==> src/rtl/cpu_pkg.sv <==
// rtl/cpu_pkg.sv - shared pipeline-control types, MDU timing defaults and hazard helpers
package cpu_pkg;

    typedef enum logic {
        ST_RUN      = 1'b0,
        ST_MDU_BUSY = 1'b1
    } hz_state_t;

    localparam int MDU_LATENCY_DEF = 4;
    localparam int MDU_CNT_W       = 4;

    // Register 0 is hard-wired zero, so a load targeting it never creates a dependency.
    function automatic logic load_use_hit(
        input logic       mem_read,
        input logic [4:0] ex_rt,
        input logic [4:0] id_rs,
        input logic [4:0] id_rt
    );
        return mem_read && (ex_rt != 5'd0) && ((ex_rt == id_rs) || (ex_rt == id_rt));
    endfunction

endpackage

==> src/rtl/hazard_ctrl_if.sv <==
// rtl/hazard_ctrl_if.sv - pipeline hazard status inputs and stall/flush control outputs
interface hazard_ctrl_if #(
    parameter int CNT_W = 16
);
    logic [4:0]       IF_ID_RS_i;
    logic [4:0]       IF_ID_RT_i;
    logic [4:0]       ID_EX_RT_i;
    logic             ID_EX_MemRead_i;
    logic             branch_taken_i;
    logic             mdu_start_i;
    logic             mem_stall_i;
    logic             stall_cnt_clr_i;
    logic             PC_write_o;
    logic             IF_ID_write_o;
    logic             IF_ID_flush_o;
    logic             ID_EX_bubble_o;
    logic             EX_hold_o;
    logic             MEM_hold_o;
    logic             busy_o;
    logic [CNT_W-1:0] stall_cnt_o;

    modport master (
        output IF_ID_RS_i, IF_ID_RT_i, ID_EX_RT_i, ID_EX_MemRead_i,
               branch_taken_i, mdu_start_i, mem_stall_i, stall_cnt_clr_i,
        input  PC_write_o, IF_ID_write_o, IF_ID_flush_o, ID_EX_bubble_o,
               EX_hold_o, MEM_hold_o, busy_o, stall_cnt_o
    );

    modport slave (
        input  IF_ID_RS_i, IF_ID_RT_i, ID_EX_RT_i, ID_EX_MemRead_i,
               branch_taken_i, mdu_start_i, mem_stall_i, stall_cnt_clr_i,
        output PC_write_o, IF_ID_write_o, IF_ID_flush_o, ID_EX_bubble_o,
               EX_hold_o, MEM_hold_o, busy_o, stall_cnt_o
    );

endinterface

==> src/rtl/mdu_timer.sv <==
// rtl/mdu_timer.sv - RUN/MDU_BUSY sequencer with a pausable hold down-counter
module mdu_timer
    import cpu_pkg::*;
#(
    parameter int LATENCY = MDU_LATENCY_DEF
) (
    input  logic      clk_i,
    input  logic      rst_n_i,
    input  logic      start_i,
    input  logic      pause_i,
    output hz_state_t state_o,
    output logic      busy_o
);

    localparam logic [MDU_CNT_W-1:0] CNT_LOAD = MDU_CNT_W'(LATENCY - 1);

    logic [MDU_CNT_W-1:0] mdu_cnt;

    // The issue cycle is itself a hold cycle, so only LATENCY-1 further cycles are counted.
    always_ff @(posedge clk_i or negedge rst_n_i) begin
        if (!rst_n_i) begin
            state_o <= ST_RUN;
            mdu_cnt <= '0;
            busy_o  <= 1'b0;
        end else if (state_o == ST_RUN) begin
            if (start_i && !pause_i && (LATENCY > 1)) begin
                state_o <= ST_MDU_BUSY;
                mdu_cnt <= CNT_LOAD;
                busy_o  <= 1'b1;
            end
        end else if (!pause_i) begin
            if (mdu_cnt == MDU_CNT_W'(1)) begin
                state_o <= ST_RUN;
                mdu_cnt <= '0;
                busy_o  <= 1'b0;
            end else begin
                mdu_cnt <= mdu_cnt - MDU_CNT_W'(1);
            end
        end
    end

endmodule

==> src/rtl/hazard_ctrl.sv <==
// rtl/hazard_ctrl.sv - prioritised stall, bubble, flush and hold control with stall counter
module hazard_ctrl
    import cpu_pkg::*;
#(
    parameter int MDU_LATENCY = MDU_LATENCY_DEF,
    parameter int CNT_W       = 16
) (
    input  logic          clk_i,
    input  logic          rst_n_i,
    hazard_ctrl_if.slave  bus
);

    localparam logic [CNT_W-1:0] CNT_MAX = '1;

    hz_state_t        state;
    logic             mdu_hold;
    logic             load_use;
    logic             pc_write;
    logic             if_id_write;
    logic             if_id_flush;
    logic             id_ex_bubble;
    logic             ex_hold;
    logic             mem_hold;
    logic [CNT_W-1:0] stall_cnt;

    mdu_timer #(
        .LATENCY (MDU_LATENCY)
    ) u_mdu_timer (
        .clk_i   (clk_i),
        .rst_n_i (rst_n_i),
        .start_i (bus.mdu_start_i),
        .pause_i (bus.mem_stall_i),
        .state_o (state),
        .busy_o  (bus.busy_o)
    );

    assign mdu_hold = (state == ST_MDU_BUSY) || bus.mdu_start_i;
    assign load_use = load_use_hit(bus.ID_EX_MemRead_i, bus.ID_EX_RT_i,
                                   bus.IF_ID_RS_i, bus.IF_ID_RT_i);

    // Reset is folded in so the pipeline free-runs while rst_n_i is low.
    always_comb begin
        pc_write     = 1'b1;
        if_id_write  = 1'b1;
        if_id_flush  = 1'b0;
        id_ex_bubble = 1'b0;
        ex_hold      = 1'b0;
        mem_hold     = 1'b0;
        if (rst_n_i) begin
            if (bus.mem_stall_i) begin
                pc_write    = 1'b0;
                if_id_write = 1'b0;
                ex_hold     = 1'b1;
                mem_hold    = 1'b1;
            end else if (mdu_hold) begin
                pc_write    = 1'b0;
                if_id_write = 1'b0;
                ex_hold     = 1'b1;
            end else if (load_use) begin
                pc_write     = 1'b0;
                if_id_write  = 1'b0;
                id_ex_bubble = 1'b1;
            end else if (bus.branch_taken_i) begin
                if_id_flush = 1'b1;
            end
        end
    end

    always_ff @(posedge clk_i or negedge rst_n_i) begin
        if (!rst_n_i) begin
            stall_cnt <= '0;
        end else if (bus.stall_cnt_clr_i) begin
            stall_cnt <= '0;
        end else if (!pc_write && (stall_cnt != CNT_MAX)) begin
            stall_cnt <= stall_cnt + CNT_W'(1);
        end
    end

    assign bus.PC_write_o     = pc_write;
    assign bus.IF_ID_write_o  = if_id_write;
    assign bus.IF_ID_flush_o  = if_id_flush;
    assign bus.ID_EX_bubble_o = id_ex_bubble;
    assign bus.EX_hold_o      = ex_hold;
    assign bus.MEM_hold_o     = mem_hold;
    assign bus.stall_cnt_o    = stall_cnt;

endmodule

==> src/flat_wrapper.sv <==
// flat-port wrapper written by rule: the top's interface ports become plain ports
module hazard_ctrl_flat import cpu_pkg::*;
#(
    parameter int MDU_LATENCY = MDU_LATENCY_DEF,
    parameter int CNT_W       = 16
)
  (clk_i, rst_n_i, bus_IF_ID_RS_i, bus_IF_ID_RT_i, bus_ID_EX_RT_i, bus_ID_EX_MemRead_i, bus_branch_taken_i, bus_mdu_start_i, bus_mem_stall_i, bus_stall_cnt_clr_i, bus_PC_write_o, bus_IF_ID_write_o, bus_IF_ID_flush_o, bus_ID_EX_bubble_o, bus_EX_hold_o, bus_MEM_hold_o, bus_busy_o, bus_stall_cnt_o);
  hazard_ctrl_if #(.CNT_W(CNT_W)) bus_i ();
  input  logic clk_i;
  input  logic rst_n_i;
  input wire logic [$bits(bus_i.IF_ID_RS_i)-1:0] bus_IF_ID_RS_i;
  input wire logic [$bits(bus_i.IF_ID_RT_i)-1:0] bus_IF_ID_RT_i;
  input wire logic [$bits(bus_i.ID_EX_RT_i)-1:0] bus_ID_EX_RT_i;
  input wire logic [$bits(bus_i.ID_EX_MemRead_i)-1:0] bus_ID_EX_MemRead_i;
  input wire logic [$bits(bus_i.branch_taken_i)-1:0] bus_branch_taken_i;
  input wire logic [$bits(bus_i.mdu_start_i)-1:0] bus_mdu_start_i;
  input wire logic [$bits(bus_i.mem_stall_i)-1:0] bus_mem_stall_i;
  input wire logic [$bits(bus_i.stall_cnt_clr_i)-1:0] bus_stall_cnt_clr_i;
  output wire logic [$bits(bus_i.PC_write_o)-1:0] bus_PC_write_o;
  output wire logic [$bits(bus_i.IF_ID_write_o)-1:0] bus_IF_ID_write_o;
  output wire logic [$bits(bus_i.IF_ID_flush_o)-1:0] bus_IF_ID_flush_o;
  output wire logic [$bits(bus_i.ID_EX_bubble_o)-1:0] bus_ID_EX_bubble_o;
  output wire logic [$bits(bus_i.EX_hold_o)-1:0] bus_EX_hold_o;
  output wire logic [$bits(bus_i.MEM_hold_o)-1:0] bus_MEM_hold_o;
  output wire logic [$bits(bus_i.busy_o)-1:0] bus_busy_o;
  output wire logic [$bits(bus_i.stall_cnt_o)-1:0] bus_stall_cnt_o;
  assign bus_i.IF_ID_RS_i = bus_IF_ID_RS_i;
  assign bus_i.IF_ID_RT_i = bus_IF_ID_RT_i;
  assign bus_i.ID_EX_RT_i = bus_ID_EX_RT_i;
  assign bus_i.ID_EX_MemRead_i = bus_ID_EX_MemRead_i;
  assign bus_i.branch_taken_i = bus_branch_taken_i;
  assign bus_i.mdu_start_i = bus_mdu_start_i;
  assign bus_i.mem_stall_i = bus_mem_stall_i;
  assign bus_i.stall_cnt_clr_i = bus_stall_cnt_clr_i;
  assign bus_PC_write_o = bus_i.PC_write_o;
  assign bus_IF_ID_write_o = bus_i.IF_ID_write_o;
  assign bus_IF_ID_flush_o = bus_i.IF_ID_flush_o;
  assign bus_ID_EX_bubble_o = bus_i.ID_EX_bubble_o;
  assign bus_EX_hold_o = bus_i.EX_hold_o;
  assign bus_MEM_hold_o = bus_i.MEM_hold_o;
  assign bus_busy_o = bus_i.busy_o;
  assign bus_stall_cnt_o = bus_i.stall_cnt_o;
  hazard_ctrl #(.MDU_LATENCY(MDU_LATENCY), .CNT_W(CNT_W)) u_core (.clk_i(clk_i), .rst_n_i(rst_n_i), .bus(bus_i));
endmodule
==> config.mk <==
export PLATFORM = sky130hd
export DESIGN_NAME = hazard_ctrl_flat
export DESIGN_NICKNAME = d
export VERILOG_FILES = /design/src/rtl/cpu_pkg.sv /design/src/rtl/hazard_ctrl_if.sv /design/src/rtl/mdu_timer.sv /design/src/rtl/hazard_ctrl.sv /design/src/flat_wrapper.sv
export SDC_FILE = /design/constraint.sdc
export NUM_CORES = 1
export LEC_CHECK = 0
export BUFFER_PORTS_ARGS = -buffer_cell sky130_fd_sc_hd__buf_4
export CAP_MARGIN = 10
export CORE_ASPECT_RATIO = 2
export CORE_MARGIN = 2
export CORE_UTILIZATION = 45
export DETAILED_ROUTE_END_ITERATION = 10
export MAX_ROUTING_LAYER = met4
export PLACE_DENSITY = 0.72
export SLEW_MARGIN = 5
export SYNTH_ARGS = -nofsm -noshare
export SYNTH_HDL_FRONTEND = slang
export SYNTH_SLANG_ARGS = --single-unit
==> constraint.sdc <==
create_clock -name clk_i -period 4.52 [get_ports clk_i]
set_input_delay 0.678 -clock clk_i [delete_from_list [all_inputs] [get_ports clk_i]]
set_output_delay 0.678 -clock clk_i [all_outputs]
set_load 0.05 [all_outputs]
-- After elaboration in Yosys (flattened, before gate mapping)
Cells that the tools add are included.
- flip-flop bits (word level): 22
- input bits: 22
- logic and storage cells: 57
- $add $sub $neg: 2
- equal/unequal tests: 6
- mux-type cells: 32
- reduce and logical (&&, ||, !) cells: 13
- operators by type and width (cell ; count):
    $mux 16 ; 2
    $mux 1 ; 26
    $add 16x1->16 const B ; 1
    $mux 4 ; 4
    $ne 16x16->1 const B ; 1
    $eq 5x5->1 ; 2
    $reduce_bool 5->1 ; 1
    $eq 4x1->1 const B ; 1
    $logic_and 1x1->1 ; 4
    $reduce_bool 2->1 ; 2
    $sub 4x1->4 const B ; 1
    $reduce_and 3->1 ; 1
    $logic_not 1->1 ; 2
    $logic_or 1x1->1 ; 2
    $ne 2x1->1 const B ; 1
    $ne 2x2->1 const B ; 1
    $reduce_and 2->1 ; 1

-- Logic depth before layout (Yosys ltp)
- depth in word-level cells: 11
- gate-level depth with buffers: 9

-- Modules after synthesis
A second synthesis with hierarchy kept.
- cells, all modules: 162
- area, all modules: 1452.6 um2
- by module, submodules not included (module ; times used ; cells each ; area an instance (um2) ; seq. area each (um2)):
    hazard_ctrl ; 1 ; 128 ; 1119.8 ; 400.4
    mdu_timer ; 1 ; 34 ; 332.8 ; 150.1

-- Worst setup path before layout
OpenSTA, ideal clock, no wires.
- kind: input -> output
- start: input port bus_ID_EX_RT_i[0]
- end: output port bus_PC_write_o
- data arrival time: 3.515 ns
- setup slack: 0.327 ns
- stages on the path: 5
- buffers on the path: 1
- cells stage by stage: or4_1 -> o21ai_2 -> nor2b_1 -> o41ai_1 -> buf_4
- cells in the longest elaborated chain, start to end: 7
- elaborated cells on any way between the ends: 10
- classes of those cells: eq/ne (2); mux (4); reduce/logical (4)
- ends and longest elaborated chain (element ; RTL line ; RTL):
    start, declared ; flat_wrapper.sv:13 ; input wire logic [$bits(bus_i.ID_EX_RT_i)-1:0] bus_ID_EX_RT_i;
    $eq 5x5->1 or $reduce_bool 5->1 (tied branches) ; cpu_pkg.sv:19 ; return mem_read && (ex_rt != 5'd0) && ((ex_rt == id_rs) || (ex_rt == id_rt));
    $logic_or 1x1->1 or $logic_and 1x1->1 (tied branches) ; cpu_pkg.sv:19 ;
    $logic_and 1x1->1 (*) ; cpu_pkg.sv:19 ;
    $mux 1 (*) (4 in series) ; -- ;
    end, declared ; flat_wrapper.sv:19 ; output wire logic [$bits(bus_i.PC_write_o)-1:0] bus_PC_write_o;
Mark *: on every way between the ends. The rest lies on a longest branch, timed or not.

-- Worst setup path after layout
- start: input port bus_ID_EX_RT_i[0]
- end: output port bus_IF_ID_write_o
- cells in the longest elaborated chain, start to end: 7
- elaborated cells on any way between the ends: 10
- classes of those cells: eq/ne (2); mux (4); reduce/logical (4)
- ends and longest elaborated chain (element ; RTL line ; RTL):
    $eq 5x5->1 or $reduce_bool 5->1 (tied branches) ; cpu_pkg.sv:19 ;
    $logic_or 1x1->1 or $logic_and 1x1->1 (tied branches) ; cpu_pkg.sv:19 ;
    $logic_and 1x1->1 (*) ; cpu_pkg.sv:19 ;
    $mux 1 (*) ; hazard_ctrl.sv:59 ; end else if (load_use) begin
    $mux 1 (*) ; hazard_ctrl.sv:55 ; end else if (mdu_hold) begin
    $mux 1 (*) ; hazard_ctrl.sv:50 ; if (bus.mem_stall_i) begin
    $mux 1 (*) ; hazard_ctrl.sv:49 ; if (rst_n_i) begin
    end, declared ; flat_wrapper.sv:20 ; output wire logic [$bits(bus_i.IF_ID_write_o)-1:0] bus_IF_ID_write_o;
Marks and branches as above.

==> reports/results.txt <==
status - finished clean
synthesized area - 1400 µm²
Avg Vias per Cell - 5.86
Ys Warns - 0
Core Footprint - 2940 µm²
register bit total from synthesis - 22
Post-CTS Setup Bufs - 0
Crit Path Max Fanout - 3
Final Cycle Share - 0.633
DRC Markers - 0
final hold slack - 313 ps
Startpoint Class - input port
r2r worst-path depth - 6
Crit. End Element - primary output
largest delay contributor family on the critical path - simple AND/OR/NAND/NOR gates
sequential fraction of the synthesis area - 0.394
final instance area - 1750 µm²
hold bufs inserted after CTS - 0
DP HPWL - 2.47 mm
Synth cell types - 38
Tot Pwr - 493 µW
post-cts sizing count - 0
GRT Total Usage - 0.188
critical path class - in2out
Internal - 343 µW
Pins Over Slew Limit - 0
Worst Skew - 3.99 ps
vias - 1324
Clock Sinks - 22
Final Core Density - 0.596
CP Data Arrival Time - 2180 ps
synthesized area per cell - 8.89 µm²
io pins - 45
Pwr per Cell Area - 281 nW/µm²
commonest non-fill, non-tap cell in the layout - buf_4
Synth Net Count - 182
multi-input logic area - 766 µm²
PortBufs - 44
Hold WC Path Type - in2async
CP startpoint - bus_ID_EX_RT_i[0]
Rows - 28
Clock Path Buffers - 2
Rel. slew slack - 0.531
Layout Cells excl Fill - 226
DIE WIDTH - 43.4 µm
root buf cell - clkbuf_8
sequential share of power - 0.463
H-tree depth - 1
reg2reg start - u_core.bus.stall_cnt_o[3]
ANT nets after route - 0
CP most frequent cell - buf_4
area grow syn2layout - 25.6%
switch share - 0.304
Required @ worst endpoint - 3840 ps
worst-margin pin slew - 703 ps
most frequent cells in the layout - buf_4, dfrtp_1, a21oi_1, or3_1, o21ai_1
Max IR drop VDD - 0.182 mV
setup slack after layout - 1660 ps
post-place instance area - 1700 µm²
CTS tree - built
Tmin final - 2860 ps
achievable clock frequency - 350 MHz
RSZ-0062 raised after global routing - no
antenna violations before repair - 0
Static Leak - 0.752 nW
largest net degree at the start of global routing - 31
Slowest Stage Delay on Critical Path - 540 ps
Clock Latency Late Sink - 260 ps
antenna cells - 0
register area - 551 µm²
drt total wl - 3.16 mm
clock-pin slew on the worst setup and hold paths - 80 ps
Final Hold Vio Count - 0
crit-path cells - buf_4, or4_1, o21ai_2, nor2b_1, o41ai_1, buf_4
worst slack, placed - 1650 ps
FILL cells - 286
drt wl/cell - 14.0 µm
routability cong. - 0.779
Buf/Inv on CP - 2
layout cells sized above 1 - 0.260
initial drt markers - 16
die height - 82.8 µm
critical path depth - 6
global-route wire length before repair - 5.17 mm
max-cap violation count - 0
Die Area - 3590 µm²
initial core utilization - 0.474
setup TNS - 0 ps
Clk pwr share - 0.282
Layout Nets - 222
CP max stage cell - or4_1
Pre-antenna DRT Iters - 4
combinational share of power - 0.255
CTS buffer count - 3
Psw - 150 µW
grt total ovfl - 0
placed insts - 222
R2R Setup Slk - 2160 ps
crit path to - bus_IF_ID_write_o
Mapped Cells - 157
RR Endpoint - u_core.bus.stall_cnt_o[3]
number of global-route vias before repair - 1241
final setup fails - 0
[power by group through the flow]
stage	clock network, mW	registers [mW]	logic [mW]
2_1_floorplan	0	0.246	0.0716
3_3_place_gp	0	0.232	0.124
3_5_place_dp	0	0.233	0.128
4_1_cts	0.144	0.228	0.128
5_1_grt	0.149	0.231	0.141
6_report	0.139	0.228	0.126
[state kept, by name (all words and copies together) (netlist names)]
register	cells
u_core.u_mdu_timer.mdu_cnt	4
u_core.bus.stall_cnt_o	16
u_core.u_mdu_timer.busy_o	1
u_core.u_mdu_timer.state_o	1
[cells in the mapped netlist]
cell type | instances | area [µm²]
a21o_1 | 1 | 7.51
a21oi_1 | 15 | 75.1
a22o_1 | 1 | 8.76
a22oi_1 | 1 | 7.51
a31oi_4 | 1 | 21.3
a32oi_1 | 1 | 8.76
and2_1 | 2 | 12.5
and3_1 | 3 | 18.8
and4_1 | 1 | 8.76
and4b_1 | 1 | 10.0
buf_1 | 2 | 7.51
buf_2 | 1 | 5.00
buf_4 | 3 | 22.5
buf_6 | 1 | 11.3
buf_8 | 1 | 15.0
clkbuf_1 | 1 | 3.75
dfrtp_1 | 22 | 551
ha_1 | 3 | 37.5
inv_1 | 4 | 15.0
mux2i_1 | 2 | 20.0
nand2_1 | 9 | 33.8
nand3_1 | 9 | 45.0
nand4_1 | 6 | 37.5
nor2_1 | 9 | 33.8
nor2b_1 | 5 | 31.3
nor3_1 | 2 | 10.0
nor4_1 | 1 | 6.26
nor4_2 | 1 | 12.5
o21ai_0 | 5 | 25.0
o21ai_1 | 11 | 55.1
o21ai_2 | 1 | 8.76
o22ai_1 | 1 | 6.26
o31ai_1 | 2 | 15.0
o41ai_1 | 1 | 8.76
or3_1 | 13 | 81.3
or4_1 | 3 | 22.5
xnor2_1 | 10 | 87.6
xor2_1 | 1 | 8.76
[logic make-up (layout without fill, tap and decap cells)]
kind of cell | after synthesis | after routing | share of synthesized area
simple gates | 65 | 65 | 0.261
compound gates | 41 | 41 | 0.177
flops | 22 | 22 | 0.394
buf+inv | 13 | 52 | 0.0573
xor+xnor | 11 | 11 | 0.0690
fa+ha+maj | 3 | 3 | 0.0269
mux | 2 | 2 | 0.0143
[worst min path at each step]
stage	end	slack [ps]	start	cells after the start
2_1_floorplan	u_core.bus.stall_cnt_o[0]	380	rst_n_i	0
3_3_place_gp	u_core.u_mdu_timer.busy_o	520	u_core.u_mdu_timer.busy_o	2
3_5_place_dp	u_core.u_mdu_timer.busy_o	540	u_core.u_mdu_timer.busy_o	2
4_1_cts	u_core.bus.stall_cnt_o[12]	320	rst_n_i	1
5_1_grt	u_core.u_mdu_timer.mdu_cnt[2]	330	rst_n_i	1
6_report	u_core.u_mdu_timer.mdu_cnt[3]	310	rst_n_i	1
[area by class of cell]
type | count | area share
multi-input combinational | 122 | 0.437
tap | 30 | 0.0214
timing repair buffer | 44 | 0.188
inverter | 4 | 0.00856
clock buffer | 4 | 0.0314
sequential | 22 | 0.314
[worst reg2reg max path, stage by stage (launching register included)]
cell     delay, ps
dfrtp_1        460
nand4_1        250
nor4_2         450
nor2_1         120
a31oi_4        620
o21ai_0        210
a21oi_1        170
[layer usage]
metal	vias to the layer above	GRT usage	routed length, µm
li1	651	-	-
met1	626	0.196	1190
met2	42	0.355	1770
met3	5	0.0238	151
met4	0	0.0576	45
met5	-	-	0
No activity file was read; power rests on OpenSTA's default activity.
